--- config.mk ---
export PLATFORM = sky130hd
export DESIGN_NAME = hp_bar_animator_flat
export DESIGN_NICKNAME = d
export VERILOG_FILES = /design/src/rtl/hp_bar_animator_pkg.sv /design/src/rtl/hp_bar_animator_if.sv /design/src/rtl/hp_bar_channel.sv /design/src/rtl/hp_bar_animator.sv /design/src/flat_wrapper.sv
export SDC_FILE = /design/constraint.sdc
export NUM_CORES = 1
export LEC_CHECK = 0
export BUFFER_PORTS_ARGS = -buffer_cell sky130_fd_sc_hd__buf_2
export CORE_MARGIN = 2
export CORE_UTILIZATION = 50
export CTS_CLUSTER_DIAMETER = 30
export DETAILED_ROUTE_END_ITERATION = 12
export GPL_ROUTABILITY_DRIVEN = 0
export PLACE_DENSITY_LB_ADDON = 0.12
export SYNTH_ARGS = -nofsm -noshare
export SYNTH_HDL_FRONTEND = slang
export SYNTH_SLANG_ARGS = --single-unit
--- constraint.sdc ---
create_clock -name clk -period 4.65 [get_ports clk]
set_input_delay 0.2325 -clock clk [delete_from_list [all_inputs] [get_ports clk]]
set_output_delay 0.2325 -clock clk [all_outputs]
set_load 0.1 [all_outputs]
--- src/rtl/hp_bar_animator_pkg.sv ---
// rtl/hp_bar_animator_pkg.sv - shared colours and channel FSM encoding for the HP-bar engine
package hp_bar_animator_pkg;

    typedef enum logic [1:0] {
        IDLE = 2'd0,
        DEC  = 2'd1,
        INC  = 2'd2
    } hp_state_t;

    localparam logic [11:0] COL_HP_HIGH = 12'h0f0;
    localparam logic [11:0] COL_HP_MID  = 12'hfd0;
    localparam logic [11:0] COL_HP_LOW  = 12'hf00;
    localparam logic [11:0] COL_TRACK   = 12'h888;
    localparam logic [11:0] COL_NONE    = 12'h000;

endpackage

--- src/rtl/hp_bar_animator_if.sv ---
// rtl/hp_bar_animator_if.sv - battle-FSM / pixel-mux side signals of the HP-bar engine
interface hp_bar_animator_if #(
    parameter int N_CH  = 2,
    parameter int HP_W  = 8,
    parameter int CNT_W = 10
);
    logic [CNT_W-1:0]      h_cnt;
    logic [CNT_W-1:0]      v_cnt;
    logic                  frame_start;
    logic [N_CH*HP_W-1:0]  hp_max;
    logic [N_CH*HP_W-1:0]  hp_target;
    logic [N_CH-1:0]       hp_load;
    logic [N_CH*CNT_W-1:0] bar_h_start;
    logic [N_CH*CNT_W-1:0] bar_v_start;
    logic [N_CH-1:0]       busy;
    logic [N_CH-1:0]       done;
    logic                  in_bar;
    logic [11:0]           bar_rgb;

    modport master (
        output h_cnt, v_cnt, frame_start, hp_max, hp_target, hp_load, bar_h_start, bar_v_start,
        input  busy, done, in_bar, bar_rgb
    );

    modport slave (
        input  h_cnt, v_cnt, frame_start, hp_max, hp_target, hp_load, bar_h_start, bar_v_start,
        output busy, done, in_bar, bar_rgb
    );
endinterface

--- src/rtl/hp_bar_channel.sv ---
// rtl/hp_bar_channel.sv - one bar: frame-paced walk of displayed HP toward target, plus pixel hit/colour
module hp_bar_channel
    import hp_bar_animator_pkg::*;
#(
    parameter int HP_W      = 8,
    parameter int STEP      = 1,
    parameter int FRAME_DIV = 2,
    parameter int BAR_V_LEN = 10,
    parameter int CNT_W     = 10
) (
    input  logic             clk,
    input  logic             rst_n,
    input  logic             frame_start_i,
    input  logic [HP_W-1:0]  hp_max_i,
    input  logic [HP_W-1:0]  hp_target_i,
    input  logic             hp_load_i,
    input  logic [CNT_W-1:0] h_cnt_i,
    input  logic [CNT_W-1:0] v_cnt_i,
    input  logic [CNT_W-1:0] h_start_i,
    input  logic [CNT_W-1:0] v_start_i,
    output logic             busy_o,
    output logic             done_o,
    output logic             hit_o,
    output logic [11:0]      rgb_o
);
    localparam logic [HP_W-1:0] STEP_V   = HP_W'(STEP);
    localparam logic [3:0]      DIV_LAST = 4'(FRAME_DIV - 1);

    hp_state_t       state_q, state_d;
    logic [HP_W-1:0] shown_q, shown_d;
    logic [3:0]      fcnt_q, fcnt_d;
    logic            done_q, done_d;

    logic [HP_W-1:0] tgt;
    logic [HP_W-1:0] gap;
    logic [HP_W-1:0] stepped;

    assign tgt = (hp_target_i > hp_max_i) ? hp_max_i : hp_target_i;

    // One step toward target, landing exactly on it when closer than STEP.
    always_comb begin
        gap = (tgt < shown_q) ? (shown_q - tgt) : (tgt - shown_q);
        if (gap <= STEP_V)
            stepped = tgt;
        else if (tgt < shown_q)
            stepped = shown_q - STEP_V;
        else
            stepped = shown_q + STEP_V;
    end

    always_comb begin
        state_d = state_q;
        shown_d = shown_q;
        fcnt_d  = fcnt_q;
        done_d  = 1'b0;
        if (hp_load_i) begin
            shown_d = tgt;
            state_d = IDLE;
            fcnt_d  = '0;
        end else begin
            case (state_q)
                IDLE: begin
                    if (tgt != shown_q) begin
                        state_d = (tgt < shown_q) ? DEC : INC;
                        fcnt_d  = '0;
                    end
                end
                DEC, INC: begin
                    if (tgt == shown_q) begin
                        state_d = IDLE;
                        done_d  = 1'b1;
                    end else begin
                        state_d = (tgt < shown_q) ? DEC : INC;
                        if (frame_start_i) begin
                            if (fcnt_q == DIV_LAST) begin
                                fcnt_d  = '0;
                                shown_d = stepped;
                                if (stepped == tgt) begin
                                    state_d = IDLE;
                                    done_d  = 1'b1;
                                end
                            end else begin
                                fcnt_d = fcnt_q + 4'd1;
                            end
                        end
                    end
                end
                default: state_d = IDLE;
            endcase
        end
    end

    always_ff @(posedge clk or negedge rst_n) begin
        if (!rst_n) begin
            state_q <= IDLE;
            shown_q <= '0;
            fcnt_q  <= '0;
            done_q  <= 1'b0;
        end else begin
            state_q <= state_d;
            shown_q <= shown_d;
            fcnt_q  <= fcnt_d;
            done_q  <= done_d;
        end
    end

    assign busy_o = (state_q != IDLE);
    assign done_o = done_q;

    // Window ends are one bit wider so a bar near the right/bottom edge cannot wrap.
    logic [CNT_W:0]   h_end;
    logic [CNT_W:0]   v_end;
    logic [CNT_W-1:0] col_off;
    logic [HP_W+1:0]  shown_x4;
    logic [HP_W+1:0]  max_x2;
    logic [HP_W+1:0]  max_x1;
    logic [11:0]      fill_rgb;

    assign h_end   = {1'b0, h_start_i} + (CNT_W+1)'(hp_max_i);
    assign v_end   = {1'b0, v_start_i} + (CNT_W+1)'(BAR_V_LEN);
    assign hit_o   = (h_cnt_i >= h_start_i) && ({1'b0, h_cnt_i} < h_end) &&
                     (v_cnt_i >= v_start_i) && ({1'b0, v_cnt_i} < v_end);
    assign col_off = h_cnt_i - h_start_i;

    assign shown_x4 = {shown_q, 2'b00};
    assign max_x2   = {1'b0, hp_max_i, 1'b0};
    assign max_x1   = {2'b00, hp_max_i};

    always_comb begin
        if (shown_x4 >= max_x2)
            fill_rgb = COL_HP_HIGH;
        else if (shown_x4 >= max_x1)
            fill_rgb = COL_HP_MID;
        else
            fill_rgb = COL_HP_LOW;
    end

    assign rgb_o = (col_off < CNT_W'(shown_q)) ? fill_rgb : COL_TRACK;

endmodule

--- src/rtl/hp_bar_animator.sv ---
// rtl/hp_bar_animator.sv - N_CH animated HP bars with a registered, lowest-index-wins pixel overlay
module hp_bar_animator
    import hp_bar_animator_pkg::*;
#(
    parameter int N_CH      = 2,
    parameter int HP_W      = 8,
    parameter int STEP      = 1,
    parameter int FRAME_DIV = 2,
    parameter int BAR_V_LEN = 10,
    parameter int CNT_W     = 10
) (
    input  logic        clk,
    input  logic        rst_n,
    hp_bar_animator_if.slave bus
);
    logic [N_CH-1:0] ch_busy;
    logic [N_CH-1:0] ch_done;
    logic [N_CH-1:0] ch_hit;
    logic [11:0]     ch_rgb [N_CH];

    genvar gi;
    generate
        for (gi = 0; gi < N_CH; gi++) begin : g_ch
            hp_bar_channel #(
                .HP_W      (HP_W),
                .STEP      (STEP),
                .FRAME_DIV (FRAME_DIV),
                .BAR_V_LEN (BAR_V_LEN),
                .CNT_W     (CNT_W)
            ) u_ch (
                .clk           (clk),
                .rst_n         (rst_n),
                .frame_start_i (bus.frame_start),
                .hp_max_i      (bus.hp_max[gi*HP_W +: HP_W]),
                .hp_target_i   (bus.hp_target[gi*HP_W +: HP_W]),
                .hp_load_i     (bus.hp_load[gi]),
                .h_cnt_i       (bus.h_cnt),
                .v_cnt_i       (bus.v_cnt),
                .h_start_i     (bus.bar_h_start[gi*CNT_W +: CNT_W]),
                .v_start_i     (bus.bar_v_start[gi*CNT_W +: CNT_W]),
                .busy_o        (ch_busy[gi]),
                .done_o        (ch_done[gi]),
                .hit_o         (ch_hit[gi]),
                .rgb_o         (ch_rgb[gi])
            );
        end
    endgenerate

    logic        in_bar_q, in_bar_d;
    logic [11:0] bar_rgb_q, bar_rgb_d;

    // Scan from the top index down so the lowest hit channel is the last writer.
    always_comb begin
        in_bar_d  = 1'b0;
        bar_rgb_d = COL_NONE;
        for (int i = N_CH - 1; i >= 0; i--) begin
            if (ch_hit[i]) begin
                in_bar_d  = 1'b1;
                bar_rgb_d = ch_rgb[i];
            end
        end
    end

    always_ff @(posedge clk or negedge rst_n) begin
        if (!rst_n) begin
            in_bar_q  <= 1'b0;
            bar_rgb_q <= COL_NONE;
        end else begin
            in_bar_q  <= in_bar_d;
            bar_rgb_q <= bar_rgb_d;
        end
    end

    assign bus.busy    = ch_busy;
    assign bus.done    = ch_done;
    assign bus.in_bar  = in_bar_q;
    assign bus.bar_rgb = bar_rgb_q;

endmodule

--- src/flat_wrapper.sv ---
// flat-port wrapper written by rule: the top's interface ports become plain ports
module hp_bar_animator_flat import hp_bar_animator_pkg::*;
#(
    parameter int N_CH      = 2,
    parameter int HP_W      = 8,
    parameter int STEP      = 1,
    parameter int FRAME_DIV = 2,
    parameter int BAR_V_LEN = 10,
    parameter int CNT_W     = 10
)
  (clk, rst_n, bus_h_cnt, bus_v_cnt, bus_frame_start, bus_hp_max, bus_hp_target, bus_hp_load, bus_bar_h_start, bus_bar_v_start, bus_busy, bus_done, bus_in_bar, bus_bar_rgb);
  hp_bar_animator_if #(.N_CH(N_CH), .HP_W(HP_W), .CNT_W(CNT_W)) bus_i ();
  input  logic clk;
  input  logic rst_n;
  input wire logic [$bits(bus_i.h_cnt)-1:0] bus_h_cnt;
  input wire logic [$bits(bus_i.v_cnt)-1:0] bus_v_cnt;
  input wire logic [$bits(bus_i.frame_start)-1:0] bus_frame_start;
  input wire logic [$bits(bus_i.hp_max)-1:0] bus_hp_max;
  input wire logic [$bits(bus_i.hp_target)-1:0] bus_hp_target;
  input wire logic [$bits(bus_i.hp_load)-1:0] bus_hp_load;
  input wire logic [$bits(bus_i.bar_h_start)-1:0] bus_bar_h_start;
  input wire logic [$bits(bus_i.bar_v_start)-1:0] bus_bar_v_start;
  output wire logic [$bits(bus_i.busy)-1:0] bus_busy;
  output wire logic [$bits(bus_i.done)-1:0] bus_done;
  output wire logic [$bits(bus_i.in_bar)-1:0] bus_in_bar;
  output wire logic [$bits(bus_i.bar_rgb)-1:0] bus_bar_rgb;
  assign bus_i.h_cnt = bus_h_cnt;
  assign bus_i.v_cnt = bus_v_cnt;
  assign bus_i.frame_start = bus_frame_start;
  assign bus_i.hp_max = bus_hp_max;
  assign bus_i.hp_target = bus_hp_target;
  assign bus_i.hp_load = bus_hp_load;
  assign bus_i.bar_h_start = bus_bar_h_start;
  assign bus_i.bar_v_start = bus_bar_v_start;
  assign bus_busy = bus_i.busy;
  assign bus_done = bus_i.done;
  assign bus_in_bar = bus_i.in_bar;
  assign bus_bar_rgb = bus_i.bar_rgb;
  hp_bar_animator #(.N_CH(N_CH), .HP_W(HP_W), .STEP(STEP), .FRAME_DIV(FRAME_DIV), .BAR_V_LEN(BAR_V_LEN), .CNT_W(CNT_W)) u_core (.clk(clk), .rst_n(rst_n), .bus(bus_i));
endmodule
Word level (Yosys, flattened, before mapping)
Index checks and enable logic that the tools add are counted.

Multipliers: 0. Multiplexer cells: 68. Div/mod/pow operators: 0. Shift operators: 0. Magnitude comparators: 20. Bitwise operators: 0. Reductions and logical operators: 24. Equal/unequal tests: 20. $add $sub $neg: 16.

Operators with widths (number): 8-bit two-way mux (20); 12-bit two-way mux (6); 10-bit by 11-bit less-than comparator with 1-bit output (4); 10-bit greater-or-equal comparator (4); 4-bit two-way mux (10); 8-bit == test (4); 8-bit subtractor (4); 2-bit two-way mux (14); 10-bit by 4-bit adder with 11-bit output, second input constant (2); 10-bit by 8-bit adder with 11-bit output (2); 10-bit by 8-bit greater-or-equal comparator with 1-bit output (2); 10-bit by 9-bit greater-or-equal comparator with 1-bit output (2); 10-bit by 8-bit less-than comparator with 1-bit output (2); 10-bit subtractor (2); 3-bit != test, second input constant (6); 8-bit by 1-bit adder with 8-bit output, second input constant (2); 8-bit > comparator (2); 8-bit by 1-bit less-or-equal comparator with 1-bit output, second input constant (2); 8-bit less-than comparator (2); 8-bit != test (2); 4-bit one-hot mux with 2 select lines (2); 4-bit AND reduction (4); 2-bit nonzero test (8); 8-bit by 1-bit subtractor with 8-bit output, second input constant (2); 11 further kinds (38).

Bits in writable memories: 0. Memories: 0. Bits of input ports: 97. Bits in latches: 0. Register bits after elaboration: 43. Output and inout bits: 17. Bits in read-only memories: 0. Word-level logic and storage cells: 158.

Depth between registers and ports, before layout
Word-level depth: 13. Gate-level depth with buffers: 28. Mapped depth without buffers: 25.

Cells and area by module
Synthesis repeated with hierarchy kept, for this count alone.

Cell total of the unflattened synthesis: 1112. Area total of the unflattened synthesis: 9097.5 um2.

Modules (own cells, without submodules): hp_bar_channel (u_core.g_ch[0].u_ch) (sequential area each 375.4 um2, instances 1, area each 4359.2 um2, cells an instance 541); hp_bar_channel (u_core.g_ch[1].u_ch) (sequential area each 375.4 um2, instances 1, area each 4272.8 um2, cells an instance 540); hp_bar_animator (sequential area each 325.3 um2, instances 1, area each 465.4 um2, cells an instance 31).

Worst setup path after synthesis
Ideal clock, no wire load.

Kind: input-to-reg. Start: in bus_hp_max[1]. End: reg u_core.g_ch[0].u_ch.state_q[0]. Slack: -0.406 ns. Buffers on the path: 2. Data required time: 4.525 ns. Cell stages on the path: 26. Arrival time: 4.931 ns. Cell sequence: inv_1 > ha_1 > nor2b_1 > o211ai_1 > a21oi_1 > o22ai_1 > clkbuf_1 > nor2_1 > a21oi_1 > inv_1 > ha_1 > buf_6 > and2b_1 > o22ai_2 > o21ai_4 > inv_2 > fa_1 > a211oi_1 > nor2_1 > xor2_1 > xnor2_1 > a41oi_1 > a21o_1 > nor4_1 > a311o_1 > o22ai_1.

Cells in the longest elaborated chain, start to end: 13. Elaborated cells on any way between the ends: 21. Classes of those cells: add/sub (2); order compare (3); eq/ne (4); mux (12).

RTL lines: start, declared (RTL line flat_wrapper.sv:18) `input wire logic [$bits(bus_i.hp_max)-1:0] bus_hp_max;`; 8-bit > comparator (RTL line hp_bar_channel.sv:38) `assign tgt = (hp_target_i > hp_max_i) ? hp_max_i : hp_target_i;`; 8-bit two-way mux * (RTL line hp_bar_channel.sv:38); 8-bit subtractor or 8-bit less-than comparator (tied branches) (RTL line hp_bar_channel.sv:42, hp_bar_channel.sv:45, hp_bar_channel.sv:64); 8-bit two-way mux (RTL line hp_bar_channel.sv:42) `gap = (tgt < shown_q) ? (shown_q - tgt) : (tgt - shown_q);`; 8-bit by 1-bit less-or-equal comparator with 1-bit output (RTL line hp_bar_channel.sv:43) `if (gap <= STEP_V)`; 8-bit two-way mux (RTL line hp_bar_channel.sv:43); 8-bit == test (RTL line hp_bar_channel.sv:78) `if (stepped == tgt) begin`; 2-bit two-way mux (RTL line hp_bar_channel.sv:78); 2-bit two-way mux (RTL line hp_bar_channel.sv:75) `if (fcnt_q == DIV_LAST) begin`; 2-bit two-way mux (RTL line hp_bar_channel.sv:74) `if (frame_start_i) begin`; 2-bit two-way mux (RTL line hp_bar_channel.sv:69) `if (tgt == shown_q) begin`; 2-bit one-hot mux with 2 select lines (RTL line hp_bar_channel.sv:61) `case (state_q)`; 2-bit two-way mux (RTL line hp_bar_channel.sv:56) `if (hp_load_i) begin`; end signal, assigned (RTL line hp_bar_channel.sv:100) `state_q <= state_d;`; end, declared (RTL line hp_bar_channel.sv:29) `hp_state_t state_q, state_d;`.

Mark *: on every way between the ends. The rest lies on a longest branch, timed or not. The select of a mux whose other input is x is not followed. A chain may end at the register's enable or synchronous reset.

Worst setup path in the final report
Start: in bus_hp_max[11]. End: reg u_core.g_ch[1].u_ch.state_q[1].

Cells in the longest elaborated chain, start to end: 13. Elaborated cells on any way between the ends: 21. Classes of those cells: add/sub (2); order compare (3); eq/ne (4); mux (12).

RTL lines (RTL line): 8-bit > comparator (hp_bar_channel.sv:38); 8-bit two-way mux * (hp_bar_channel.sv:38); 8-bit subtractor or 8-bit less-than comparator (tied branches) (hp_bar_channel.sv:42, hp_bar_channel.sv:45, hp_bar_channel.sv:64); 8-bit two-way mux (hp_bar_channel.sv:42); 8-bit by 1-bit less-or-equal comparator with 1-bit output (hp_bar_channel.sv:43); 8-bit two-way mux (hp_bar_channel.sv:43); 8-bit == test (hp_bar_channel.sv:78); 2-bit two-way mux (hp_bar_channel.sv:78); 2-bit two-way mux (hp_bar_channel.sv:75); 2-bit two-way mux (hp_bar_channel.sv:74); 2-bit two-way mux (hp_bar_channel.sv:69); 2-bit one-hot mux with 2 select lines (hp_bar_channel.sv:61); 2-bit two-way mux (hp_bar_channel.sv:56); end signal, assigned (hp_bar_channel.sv:100); end, declared (hp_bar_channel.sv:29).

Marks and branches as above.

==> insert_results.sql <==
INSERT INTO impl_metrics (metric_group, metric, value, unit) VALUES
('status', 'run_status', 'completed', ''),
('route', 'ant_nets', '0', ''),
('global_route', 'antenna_found_initial', '0', ''),
('route', 'post-route-drc-count', '0', ''),
('synthesis', 'synth_commonest_cells', '200 x sky130_fd_sc_hd__ha_1, 110 x sky130_fd_sc_hd__inv_1, 97 x sky130_fd_sc_hd__a21oi_1, 72 x sky130_fd_sc_hd__o21ai_0, 64 x sky130_fd_sc_hd__nor2_1', ''),
('layout', 'antenna-diode-count', '0', ''),
('sta', 'finalHoldViolCount', '0', ''),
('clock_network', 'ctsHoldBuffers', '0', ''),
('layout', 'post_route_cells_drive_above_1_share', '28.7', '%'),
('synthesis', 'netlist_area', '8640', 'um^2'),
('global_route', 'global_route_wire_length_before_repair', '38300', 'um'),
('setup_path', 'worst_setup_path_startpoint', 'bus_hp_max[11]', ''),
('clock_network', 'cts-buffers-inserted', '5', ''),
('clock_network', 'htree_levels', '2', ''),
('sta', 'clock.fmax', '219', 'MHz'),
('setup_path', 'cp_data_arrival_time', '4.73', 'ns'),
('clock_network', 'ctsRootBufferMaster', 'sky130_fd_sc_hd__clkbuf_16', ''),
('synthesis', 'yosysTopAreaCell', 'sky130_fd_sc_hd__ha_1', ''),
('synthesis', 'synth_top_area_share', '29.0', '%'),
('layout', 'layout.cells.non_filler', '1537', ''),
('route', 'via_count', '8427', ''),
('floorplan', 'placement_rows', '48', ''),
('route', 'avgViaCountPerCell', '5.48', ''),
('global_route', 'grt_max_degree', '38', ''),
('synthesis', 'yosysWarnings', '0', ''),
('sta', 'rsz0062_at_grt', 'true', ''),
('clock_network', 'clock_tree.buffer_depth', '2', ''),
('synthesis', 'synth_top_area_cells', 'sky130_fd_sc_hd__ha_1 29%, sky130_fd_sc_hd__dfrtp_1 11%, sky130_fd_sc_hd__xnor2_1 6.1%', ''),
('sta', 'whs', '0.0658', 'ns'),
('floorplan', 'die_y', '135', 'um'),
('global_route', 'first_global_vias', '8103', ''),
('floorplan', 'floorplan.die_area', '18300', 'um^2'),
('sta', 'worst_margin_pin_slew', '0.883', 'ns'),
('power', 'power_density', '595', 'nW/um^2'),
('synthesis', 'synth.yosys.seq_area_share', '10.7', '%'),
('global_route', 'gr-usage-all-layers', '25.5', '%'),
('placed_design', 'port_buffers', '110', ''),
('synthesis', 'synth.ff_latch_count', '37', ''),
('power', 'power.ir.vdd_worst', '0.000607', 'V'),
('sta', 'finalMaxSlewViolations', '0', ''),
('layout', 'finish.net_count', '1618', ''),
('global_route', 'grt.overflow.total', '0', ''),
('route', 'drt_first_iter_violations', '345', ''),
('synthesis', 'yosys.cell_count.top_type', 'sky130_fd_sc_hd__ha_1', ''),
('setup_path', 'r2r_start', 'u_core.g_ch[0].u_ch.shown_q[1]', ''),
('synthesis', 'synth_enable_flop_cells', '0', ''),
('sta', 'worst_clock_skew', '0.00555', 'ns'),
('route', 'drt-wirelength-per-cell', '15.4', 'um'),
('route', 'drtPass1Iterations', '4', ''),
('floorplan', 'effective_utilization_at_floorplan', '50.5', '%'),
('sta', 'finalSetupViolations', '0', ''),
('clock_network', 'tritoncts_clock_tree', 'yes', ''),
('clock_network', 'insertion_delay', '0.28', 'ns'),
('worst_hold_path', 'worst_hold_path_type', 'input port to asynchronous set/reset pin', ''),
('synthesis', 'synth_cell_type_count', '73', ''),
('placed_design', 'dp_cells', '1514', ''),
('setup_path', 'path_class', 'input port to register', ''),
('clock_network', 'clk_pin_slew', '0.06', 'ns'),
('flow_run', 'maxCapViolCount', '0', ''),
('setup_path', 'element_type_at_the_critical_path_start', 'input port', ''),
('sta', 'timing.final.crit_period', '4.56', 'ns'),
('synthesis', 'syn-mean-instance-area', '8.02', 'um^2'),
('synthesis', 'ys.flop_type', 'sky130_fd_sc_hd__dfrtp_1', ''),
('sta', 'final.period_utilization', '98.1', '%'),
('floorplan', 'io_pins', '114', ''),
('floorplan', 'core-area', '17100', 'um^2'),
('synthesis', 'postSynth.asyncResetShare', '100', '%'),
('sta', 'worst_slew_margin_relative_to_its_limit', '41.2', '%'),
('floorplan', 'dieWidth', '135', 'um'),
('setup_path', 'data_required_critical_path', '4.82', 'ns'),
('clock_network', 'tritoncts_sinks', '37', ''),
('synthesis', 'netlist_instances', '1077', ''),
('power', 'p_leak', '5.59', 'nW'),
('route', 'detail_route.wirelength', '23600', 'um'),
('setup_path', 'cp_endpoint_kind', 'register', ''),
('layout', 'n_fill_cell', '1466', ''),
('setup_path', 'cp_max_fo', '6', ''),
('placed_design', 'dp.final_hpwl', '19400', 'um'),
('layout', 'area_growth', '29.1', '%');
per-layer routing:
layer  up-vias  wire length [um]  global-route usage [%]
met5         -                 0                       0
met3        34               840                    2.02
met1      3894             11100                    34.9
met4         0               417                    4.92
met2       180             11200                    44.1
li1       4319                 -                       -
power breakdown:
group          switching (W)  leakage (nW)  total (W)  internal [W]
logic                0.00295          5.04    0.00564       0.00269
clock network       0.000138        0.0800   0.000392      0.000254
registers           0.000186         0.467   0.000605      0.000419
total                0.00328          5.59    0.00664       0.00336
final cells by class:
cell class | count | area, um^2 | share of cell area, %
clock inverter | 3 | 46.3 | 0.415
sequential | 37 | 926 | 8.30
tap | 225 | 282 | 2.52
multi-input combinational | 901 | 7640 | 68.5
timing repair buffer | 255 | 1710 | 15.3
inverter | 111 | 427 | 3.82
clock buffer | 5 | 125 | 1.12
repair_timing:
| item | CTS | global route |
|---|---|---|
| pin swaps | 2 | 43 |
| gates resized for setup | 5 | 92 |
| endpoints found under the setup margin | 8 | 15 |
| endpoints found under the hold margin | 0 | 0 |
| buffers inserted | 0 | 15 |
metrics by stage:
stage	TNS, ns	util (%)	setup WS, ns	power (W)	area [um^2]
global route	-0.581	65.2	-0.134	0.00726	11200
floorplan	-0.0159	-	-0.0159	0.00403	8750
global placement	-2.14	60.5	-0.256	0.00556	10400
CTS	-0.00852	61.7	-0.00852	0.00610	10600
detailed placement	-3.89	60.5	-0.359	0.00562	10400
finish	0	65.2	0.0877	0.00664	11200
state kept, by name, indices dropped and copies added, names as in the netlist:
signal	flops
u_core.g_ch.u_ch.shown_q	16
u_core.g_ch.u_ch.fcnt_q	8
u_core.bus.bar_rgb	6
u_core.g_ch.u_ch.state_q	4
u_core.g_ch.u_ch.done_o	2
u_core.bus.in_bar	1
path summary, 6_finish.rpt:
kind,end,slack (ns),cells past startpoint
worst max register to register,u_core.g_ch[0].u_ch.state_q[0],0.77,16
worst min register to register,u_core.g_ch[0].u_ch.fcnt_q[3],0.48,1
worst min-delay path,u_core.g_ch[0].u_ch.shown_q[3],0.07,1
worst max-delay path,u_core.g_ch[1].u_ch.state_q[1],0.09,23
max in group asynchronous,u_core.g_ch[1].u_ch.state_q[1],4.02,1
min in group clk,u_core.g_ch[1].u_ch.done_o,0.34,3
layout by cell type (no fill, tap or decap), types with 7 or more instances in the layout:
| cell type | netlist | layout |
|---|---|---|
| sky130_fd_sc_hd__o211ai_1 | 7 | 7 |
| sky130_fd_sc_hd__inv_2 | 1 | 7 |
| sky130_fd_sc_hd__o21bai_1 | 8 | 7 |
| sky130_fd_sc_hd__nor2b_1 | 23 | 21 |
| sky130_fd_sc_hd__nor3_1 | 17 | 16 |
| sky130_fd_sc_hd__nor2_1 | 64 | 63 |
| sky130_fd_sc_hd__nand3_1 | 12 | 12 |
| sky130_fd_sc_hd__a211oi_1 | 11 | 7 |
| sky130_fd_sc_hd__xnor2_1 | 60 | 55 |
| sky130_fd_sc_hd__buf_2 | 3 | 104 |
| sky130_fd_sc_hd__ha_1 | 200 | 179 |
| sky130_fd_sc_hd__dfrtp_1 | 37 | 37 |
| sky130_fd_sc_hd__inv_1 | 110 | 101 |
| sky130_fd_sc_hd__xor2_1 | 27 | 25 |
| sky130_fd_sc_hd__mux2i_1 | 15 | 8 |
| sky130_fd_sc_hd__a21oi_2 | 8 | 16 |
| sky130_fd_sc_hd__o21ai_0 | 72 | 66 |
| sky130_fd_sc_hd__ha_4 | 0 | 17 |
| sky130_fd_sc_hd__o21a_1 | 22 | 21 |
| sky130_fd_sc_hd__a21oi_1 | 97 | 89 |
| sky130_fd_sc_hd__buf_4 | 11 | 140 |
| sky130_fd_sc_hd__o21ai_1 | 3 | 8 |
| sky130_fd_sc_hd__nand2_1 | 55 | 55 |
| sky130_fd_sc_hd__a21o_1 | 37 | 37 |
| sky130_fd_sc_hd__nand4_1 | 17 | 17 |
| sky130_fd_sc_hd__nand2b_1 | 22 | 22 |
| sky130_fd_sc_hd__buf_6 | 3 | 8 |
cell families (layout without fill, tap and decap cells):
family / after synthesis / count (layout) / synth area share [%]
buf+inv: 141 / 374 / 7.10
xor+xnor: 87 / 87 / 8.82
mux: 23 / 23 / 2.78
other cells: 1 / 3 / 0.0434
compound gates: 324 / 324 / 24.2
simple gates: 254 / 254 / 15.1
flops: 37 / 37 / 10.7
fa+ha+maj: 210 / 210 / 31.3
critical path: stages:
cell                      delay [ns]
sky130_fd_sc_hd__buf_2          0.10
sky130_fd_sc_hd__inv_1          0.06
sky130_fd_sc_hd__ha_1           0.32
sky130_fd_sc_hd__a21oi_1        0.25
sky130_fd_sc_hd__a21oi_2        0.12
sky130_fd_sc_hd__o22ai_4        0.28
sky130_fd_sc_hd__mux2i_2        0.13
sky130_fd_sc_hd__ha_2           0.21
sky130_fd_sc_hd__fa_2           0.36
sky130_fd_sc_hd__and2b_1        0.23
sky130_fd_sc_hd__o22ai_2        0.09
sky130_fd_sc_hd__o21a_4         0.24
sky130_fd_sc_hd__fa_2           0.42
sky130_fd_sc_hd__a21oi_2        0.18
sky130_fd_sc_hd__nor2_1         0.06
sky130_fd_sc_hd__a211o_1        0.25
sky130_fd_sc_hd__a21oi_2        0.14
sky130_fd_sc_hd__xor2_1         0.23
sky130_fd_sc_hd__xnor2_1        0.14
sky130_fd_sc_hd__nand3_1        0.14
sky130_fd_sc_hd__nor4_2         0.27
sky130_fd_sc_hd__nor3_2         0.08
sky130_fd_sc_hd__a22o_1         0.20
Note: power is estimated with default switching activity, not from simulation.
